[src/rtl/simple_cpu_sequencer_if.sv]
// Host-side program/control bus of the simple_cpu program sequencer.
// The sequencer connects through the slave modport, the host through master.
interface simple_cpu_sequencer_if #(
  parameter int unsigned AW = 4
);
  logic          prog_we;
  logic [AW-1:0] prog_addr;
  logic [7:0]    prog_data;
  logic          start;
  logic          stop;
  logic [7:0]    instruction;
  logic          issue;
  logic [AW-1:0] pc;
  logic          busy;
  logic          done;

  modport master (
    output prog_we, prog_addr, prog_data, start, stop,
    input  instruction, issue, pc, busy, done
  );

  modport slave (
    input  prog_we, prog_addr, prog_data, start, stop,
    output instruction, issue, pc, busy, done
  );
endinterface

[src/rtl/simple_cpu_sequencer.sv]
// Program sequencer for simple_cpu: holds a DEPTH x 8 program and issues it
// one word at a time, each followed by GAP NOP cycles, until HLT or end of memory.
module simple_cpu_sequencer #(
  parameter int unsigned DEPTH = 16,
  parameter int unsigned AW    = 4,
  parameter int unsigned GAP   = 2
) (
  input  logic                 clk,
  input  logic                 reset,
  simple_cpu_sequencer_if.slave bus
);

  typedef enum logic [2:0] {
    S_IDLE,
    S_FETCH,
    S_ISSUE,
    S_WAIT,
    S_DONE
  } state_t;

  localparam logic [3:0]    GAP_LAST = 4'(GAP - 1);
  localparam logic [AW-1:0] PC_LAST  = AW'(DEPTH - 1);
  localparam logic [3:0]    OP_HLT   = 4'hF;

  state_t        state, state_nx;
  logic [7:0]    mem [DEPTH];
  logic [7:0]    fetch_word;
  logic [AW-1:0] pc_q, pc_nx;
  logic [3:0]    cnt_q, cnt_nx;
  logic [7:0]    instr_q, instr_nx;
  logic          issue_q, issue_nx;
  logic          busy_q, done_q;
  logic          advance;
  logic          mem_open;

  assign fetch_word = mem[pc_q];
  assign mem_open   = (state == S_IDLE) || (state == S_DONE);

  // Program memory: host writes only while no run is in progress; not reset.
  always_ff @(posedge clk) begin
    if (bus.prog_we && mem_open) begin
      mem[bus.prog_addr] <= bus.prog_data;
    end
  end

  always_ff @(posedge clk) begin
    if (reset) begin
      state   <= S_IDLE;
      pc_q    <= '0;
      cnt_q   <= '0;
      instr_q <= '0;
      issue_q <= 1'b0;
      busy_q  <= 1'b0;
      done_q  <= 1'b0;
    end else begin
      state   <= state_nx;
      pc_q    <= pc_nx;
      cnt_q   <= cnt_nx;
      instr_q <= instr_nx;
      issue_q <= issue_nx;
      busy_q  <= (state_nx == S_FETCH) || (state_nx == S_ISSUE) ||
                 (state_nx == S_WAIT);
      done_q  <= (state_nx == S_DONE);
    end
  end

  always_comb begin
    state_nx = state;
    pc_nx    = pc_q;
    cnt_nx   = cnt_q;
    instr_nx = '0;
    issue_nx = 1'b0;
    advance  = 1'b0;

    case (state)
      S_IDLE: begin
        if (bus.start && !bus.stop) begin
          state_nx = S_FETCH;
          pc_nx    = '0;
        end
      end

      S_FETCH: begin
        if (bus.stop) begin
          state_nx = S_IDLE;
        end else if (fetch_word[7:4] == OP_HLT) begin
          state_nx = S_DONE;
        end else begin
          state_nx = S_ISSUE;
          instr_nx = fetch_word;
          issue_nx = 1'b1;
        end
      end

      S_ISSUE: begin
        if (bus.stop) begin
          state_nx = S_IDLE;
        end else if (GAP != 0) begin
          state_nx = S_WAIT;
          cnt_nx   = '0;
        end else begin
          advance = 1'b1;
        end
      end

      S_WAIT: begin
        if (bus.stop) begin
          state_nx = S_IDLE;
        end else if (cnt_q == GAP_LAST) begin
          advance = 1'b1;
        end else begin
          cnt_nx = cnt_q + 4'd1;
        end
      end

      S_DONE: begin
        if (bus.start && !bus.stop) begin
          state_nx = S_FETCH;
          pc_nx    = '0;
        end
      end

      default: state_nx = S_IDLE;
    endcase

    // Shared exit of ISSUE (GAP=0) and WAIT: stop at the last entry, no wrap.
    if (advance) begin
      if (pc_q == PC_LAST) begin
        state_nx = S_DONE;
      end else begin
        state_nx = S_FETCH;
        pc_nx    = pc_q + 1'b1;
      end
    end
  end

  assign bus.instruction = instr_q;
  assign bus.issue       = issue_q;
  assign bus.pc          = pc_q;
  assign bus.busy        = busy_q;
  assign bus.done        = done_q;

endmodule

[src/flat_wrapper.sv]
// flat-port wrapper written by rule: the top's interface ports become plain ports
module simple_cpu_sequencer_flat 
#(
  parameter int unsigned DEPTH = 16,
  parameter int unsigned AW    = 4,
  parameter int unsigned GAP   = 2
)
  (clk, reset, bus_prog_we, bus_prog_addr, bus_prog_data, bus_start, bus_stop, bus_instruction, bus_issue, bus_pc, bus_busy, bus_done);
  simple_cpu_sequencer_if #(.AW(AW)) bus_i ();
  input  logic clk;
  input  logic reset;
  input wire logic [$bits(bus_i.prog_we)-1:0] bus_prog_we;
  input wire logic [$bits(bus_i.prog_addr)-1:0] bus_prog_addr;
  input wire logic [$bits(bus_i.prog_data)-1:0] bus_prog_data;
  input wire logic [$bits(bus_i.start)-1:0] bus_start;
  input wire logic [$bits(bus_i.stop)-1:0] bus_stop;
  output wire logic [$bits(bus_i.instruction)-1:0] bus_instruction;
  output wire logic [$bits(bus_i.issue)-1:0] bus_issue;
  output wire logic [$bits(bus_i.pc)-1:0] bus_pc;
  output wire logic [$bits(bus_i.busy)-1:0] bus_busy;
  output wire logic [$bits(bus_i.done)-1:0] bus_done;
  assign bus_i.prog_we = bus_prog_we;
  assign bus_i.prog_addr = bus_prog_addr;
  assign bus_i.prog_data = bus_prog_data;
  assign bus_i.start = bus_start;
  assign bus_i.stop = bus_stop;
  assign bus_instruction = bus_i.instruction;
  assign bus_issue = bus_i.issue;
  assign bus_pc = bus_i.pc;
  assign bus_busy = bus_i.busy;
  assign bus_done = bus_i.done;
  simple_cpu_sequencer #(.DEPTH(DEPTH), .AW(AW), .GAP(GAP)) u_core (.clk(clk), .reset(reset), .bus(bus_i));
endmodule
[config.mk]
export PLATFORM = sky130hd
export DESIGN_NAME = simple_cpu_sequencer_flat
export DESIGN_NICKNAME = d
export VERILOG_FILES = /design/src/rtl/simple_cpu_sequencer_if.sv /design/src/rtl/simple_cpu_sequencer.sv /design/src/flat_wrapper.sv
export SDC_FILE = /design/constraint.sdc
export NUM_CORES = 1
export LEC_CHECK = 0
export CAP_MARGIN = 0
export CORE_MARGIN = 2
export CORE_UTILIZATION = 53
export CTS_CLUSTER_DIAMETER = 120
export CTS_CLUSTER_SIZE = 12
export DETAILED_ROUTE_END_ITERATION = 16
export PLACE_DENSITY = 0.75
export REMOVE_ABC_BUFFERS = 1
export SLEW_MARGIN = 25
export SYNTH_ARGS = -nofsm -noshare
export SYNTH_HDL_FRONTEND = slang
export SYNTH_SLANG_ARGS = --single-unit
[constraint.sdc]
create_clock -name clk -period 2.2 [get_ports clk]
set_input_delay 0.44 -clock clk [delete_from_list [all_inputs] [get_ports clk]]
set_output_delay 0.44 -clock clk [all_outputs]
set_load 0.01 [all_outputs]
After elaboration in Yosys (flattened, before gate mapping)

Memory sizes are Yosys's and may differ from the RTL's. A register that Yosys moved wholly into a read port is not among the register bits.
Cells that the tools add are included.

Bits in registers: 22
Memory bits (writable): 128
Word-level logic and storage cells: 60
Memories: 1

$add $sub $neg: 2
Equal/unequal tests: 14
Multiplexer cells: 23
Bitwise operators: 1
Reductions and logical operators: 12

Memory list:

| memory     | words | bits a word | rd ports | clocked after memory_dff | write ports | line                       | RTL |
|---|---|---|---|---|---|---|---|
| u_core.mem | 16    | 8           | 1        | 1                        | 1           | simple_cpu_sequencer.sv:26 | `logic [7:0] mem [DEPTH];` |

Operator list:

| cell                                                             | number |
|---|---|
| 4-bit 2-to-1 mux                                                 | 8 |
| 3-bit 2-to-1 mux                                                 | 6 |
| 3-bit by 2-bit == test with 1-bit output (second input constant) | 4 |
| 3-bit one-hot mux with 4 select lines                            | 1 |
| 4-bit by 1-bit adder with 4-bit output (second input constant)   | 2 |
| 4-bit == test (second input constant)                            | 2 |
| 4-bit one-hot mux with 2 select lines                            | 1 |
| 3-bit by 1-bit == test with 1-bit output (second input constant) | 2 |
| 3-bit == test (second input constant)                            | 2 |
| 1-bit 2-to-1 mux                                                 | 6 |
| 2-bit != test (second input constant)                            | 3 |
| 4-bit by 1-bit == test with 1-bit output (second input constant) | 1 |
| 4-bit AND reduction                                              | 1 |
| 4-bit OR reduction                                               | 1 |
| 3-bit logical NOT                                                | 1 |
| 1-bit logical OR                                                 | 3 |
| 3-bit OR reduction                                               | 1 |
| 1-bit logical AND                                                | 2 |
| 2-bit 2-to-1 mux                                                 | 1 |
| 2-bit nonzero test                                               | 1 |
| 2-bit OR reduction                                               | 1 |
| 1-bit logical NOT                                                | 1 |
| 1-bit inverter                                                   | 1 |

Depth between registers and ports, before layout

Depth in word-level cells: 8
Gate-level depth with buffers: 8
Depth with buffers taken out: 7

Worst setup path after synthesis

OpenSTA, ideal clock, no wires.

Kind: reg-to-reg
Start: register u_core.state[0]
End: memory u_core.mem[0][0], enable pin
Arrival: 2.008 ns
Slack: -0.191 ns
Cell stages (with the launch flop): 5
Cell sequence: dfxtp_1 > buf_2 > or2_2 > or4b_2 > nor3_1

Longest elaborated chain between the ends: 5

Ends and longest elaborated chain:

| element                                            | line                       | RTL |
|---|---|---|
| start, declared                                    | simple_cpu_sequencer.sv:25 | `state_t state, state_nx;` |
| start signal, assigned                             | simple_cpu_sequencer.sv:56 | `state <= state_nx;` |
| 3-bit == test or 3-bit logical NOT (tied branches) | simple_cpu_sequencer.sv:37 | `assign mem_open = (state == S_IDLE) \|\| (state == S_DONE);` |
| 1-bit logical OR (*)                               | simple_cpu_sequencer.sv:37 |  |
| 1-bit logical AND (*)                              | simple_cpu_sequencer.sv:41 | `if (bus.prog_we && mem_open) begin` |
| 1-bit 2-to-1 mux (*)                               | simple_cpu_sequencer.sv:41 |  |
| 1-bit 2-to-1 mux (not written as such) (*)         | simple_cpu_sequencer.sv:42 | `mem[bus.prog_addr] <= bus.prog_data;` |
| end, declared                                      | simple_cpu_sequencer.sv:26 |  |

Every way passes the cells marked *; elsewhere a longest branch is shown, timed or not.

Worst setup path after layout

Start: register u_core.state[1]
End: memory u_core.mem[12][2], enable pin

The elaborated chain is that of the path after synthesis.

==> out/metrics.cfg <==
[logic_synthesis]
yosysMostFrequentCell=edfxtp_1
syn_avg_cell_area_um2=18.8
synth_seq_area_share_pct=72.1
ys_top_cells_by_count=edfxtp_1, nor2_1, mux4_2
synth_cells=317
ys_warn_count=0
async_reset_ff_share_pct=0
synth_area_leaders=edfxtp_1, mux4_2, dfxtp_1
ys_ff_latch=150
yosysTopAreaCell=edfxtp_1
synth.distinct_cells=41
yosysTopAreaCellShare_pct=64.7
synthFlopType=edfxtp_1
syn_area_um2=5940
synth_edf_count=128

[worst_setup_path]
crit_path_max_fanout=7
cp.required_ns=2.43
critical_path_class=reg -> reg
start_kind=flip-flop
crit_path_end_kind=flip-flop
cp.arrival_ns=2.34

[clock_network]
cts.path.max_buffers=2
numCtsBuffers=17
clock-sinks=150
ctsRootBufferMaster=clkbuf_8
cts_hold_buf=0
tritoncts=done
htree_levels=4
path_clk_slew_ns=0.06
insertion_delay_ns=0.53

[die]
ios=32
fp.dieArea_um2=12100
start_util_pct=54.6
row_count=38
core_um2=10900
die_w_um=110
die_y_um=110

[placement]
place.gp.congestion=0.822
place_area_um2=6760
port_buffers=31
dpl.cell_count=526
hpwl_mm=8.04

[cells_and_area]
n_antenna_cell=0
fillers=700
multi_input_area_um2=1580
area_growth_pct=24.7
fin_cells=560
register_area_um2=4290
finalInstanceArea_um2=7410
post-route-util_pct=68.1
final_net_count=427
layout-drive-gt1-share_pct=28.6

[sta]
fin_crit_sh_pct=95.8
maxSlewHeadroom_pct=53.3
setup_viol=0
worst_slew_pin_slew_ns=0.698
finalMaxSlewViolations=0
min_period_ns=2.11
fmax_mhz=475
hold_viol_final=0
clock_skew_ns=0.00654

[global_routing]
grt_overflow=0
grt_max_degree=18
grt_usage_pct=22.2
grt_pass1_vias=3377
grt_first_pass_wirelength_mm=18.5
antenna_found_initial=0

[power_and_ir_drop]
p_leak_nw=2.51
power_density_nw_per_um2=816
ir_drop_v=0.000755

[detailed_routing]
wirelength_mm=11.8
wl_per_cell_um=21.0
vias=3238
drt_iter0_drc=316
drcViolationCount=0
first_pass_iters=4
viasPerCell=5.78
ant_nets=0

[job]
max_cap_viol_count=0

[status]
status=completed

[min_path]
hold_class=reg -> reg

-- worst max-delay path, cell delays in order (launching register included) --
cell	delay, ns
dfxtp_1	0.31
or2_2	0.34
or4b_2	0.73
nor2_1	0.21
buf_4	0.22
-- cells by family after synthesis --
family | after synthesis | share of synthesized area [%]
buffers and inverters | 18 | 1.92
AOI/OAI and AO/OA | 30 | 3.30
DFF | 150 | 72.1
xor gates and xnor gates | 1 | 0.147
adders and majority gates | 3 | 0.632
and+or+nand+nor | 73 | 6.42
muxes | 42 | 15.5
-- through the flow --
step	power [mW]	setup slack [ns]	hold WS, ns	TNS [ns]
CTS	6.08	0.0154	0.553	0
floorplan	3.23	-1.09	0.473	-13.49
global placement	3.34	-0.156	0.493	-3.03
global route	6.23	-0.0000342	0.592	-0.0000342
detailed placement	3.34	-0.176	0.542	-5.00
finish	6.05	0.0929	0.537	0
-- per-layer routing --
metal  up-vias  share of wire [%]  GRT usage, %
li1       1473                  -             -
met1      1645                 40          28.4
met2       106                 52          36.6
met3        14                6.7          5.87
met4         0                1.4          8.41
met5         -                  0             0
-- report_power, final --
part	total, mW	switching, mW	internal [mW]
logic	0.160	0.0930	0.0670
registers	3.12	0.00708	3.11
clock network	2.77	1.04	1.73
total	6.05	1.14	4.91
-- cell type report --
| type | instances | share of cell area [%] |
|---|---|---|
| flip-flops and latches | 150 | 57.9 |
| clock inverters | 7 | 0.861 |
| well taps | 140 | 2.36 |
| inverters | 3 | 0.152 |
| multi-input cells | 149 | 21.3 |
| repair buffers | 86 | 10.5 |
| clock buffers | 25 | 6.99 |
-- registers in the layout, summed over array words and instances (netlist names) --
name / flops
u_core.cnt_q: 4
u_core.bus.pc: 4
u_core.bus.busy: 1
u_core.bus.instruction: 8
u_core.mem: 128
u_core.bus.issue: 1
u_core.state: 3
u_core.bus.done: 1
-- worst paths after layout --
kind	startpoint	to	slack [ns]	depth (start not counted)
setup reg to reg	u_core.state[1]	u_core.mem[12][2]	0.09	4
hold / removal	u_core.cnt_q[3]	u_core.cnt_q[3]	0.54	2
setup / recovery	u_core.state[1]	u_core.mem[12][2]	0.09	4
hold reg to reg	u_core.cnt_q[3]	u_core.cnt_q[3]	0.54	2
-- layout by cell type, fill, tap and decap left out, drive strengths merged, types with 5 or more instances in the layout --
master	count
a21oi	11
buf	54
clkbuf	25
clkdlybuf4s50	31
dfxtp	22
edfxtp	128
mux4	36
nand2	10
nand3	8
nor2	24
nor2b	5
nor3	6
-- what timing repair did --
item                                    4_1_cts  5_1_grt
hold endpoints to repair                      0        0
resized for setup                             2        7
gates cloned                                  1        0
buffers inserted                              0        1
endpoints found under the setup margin       12       13
No activity file was read; power rests on OpenSTA's default activity.
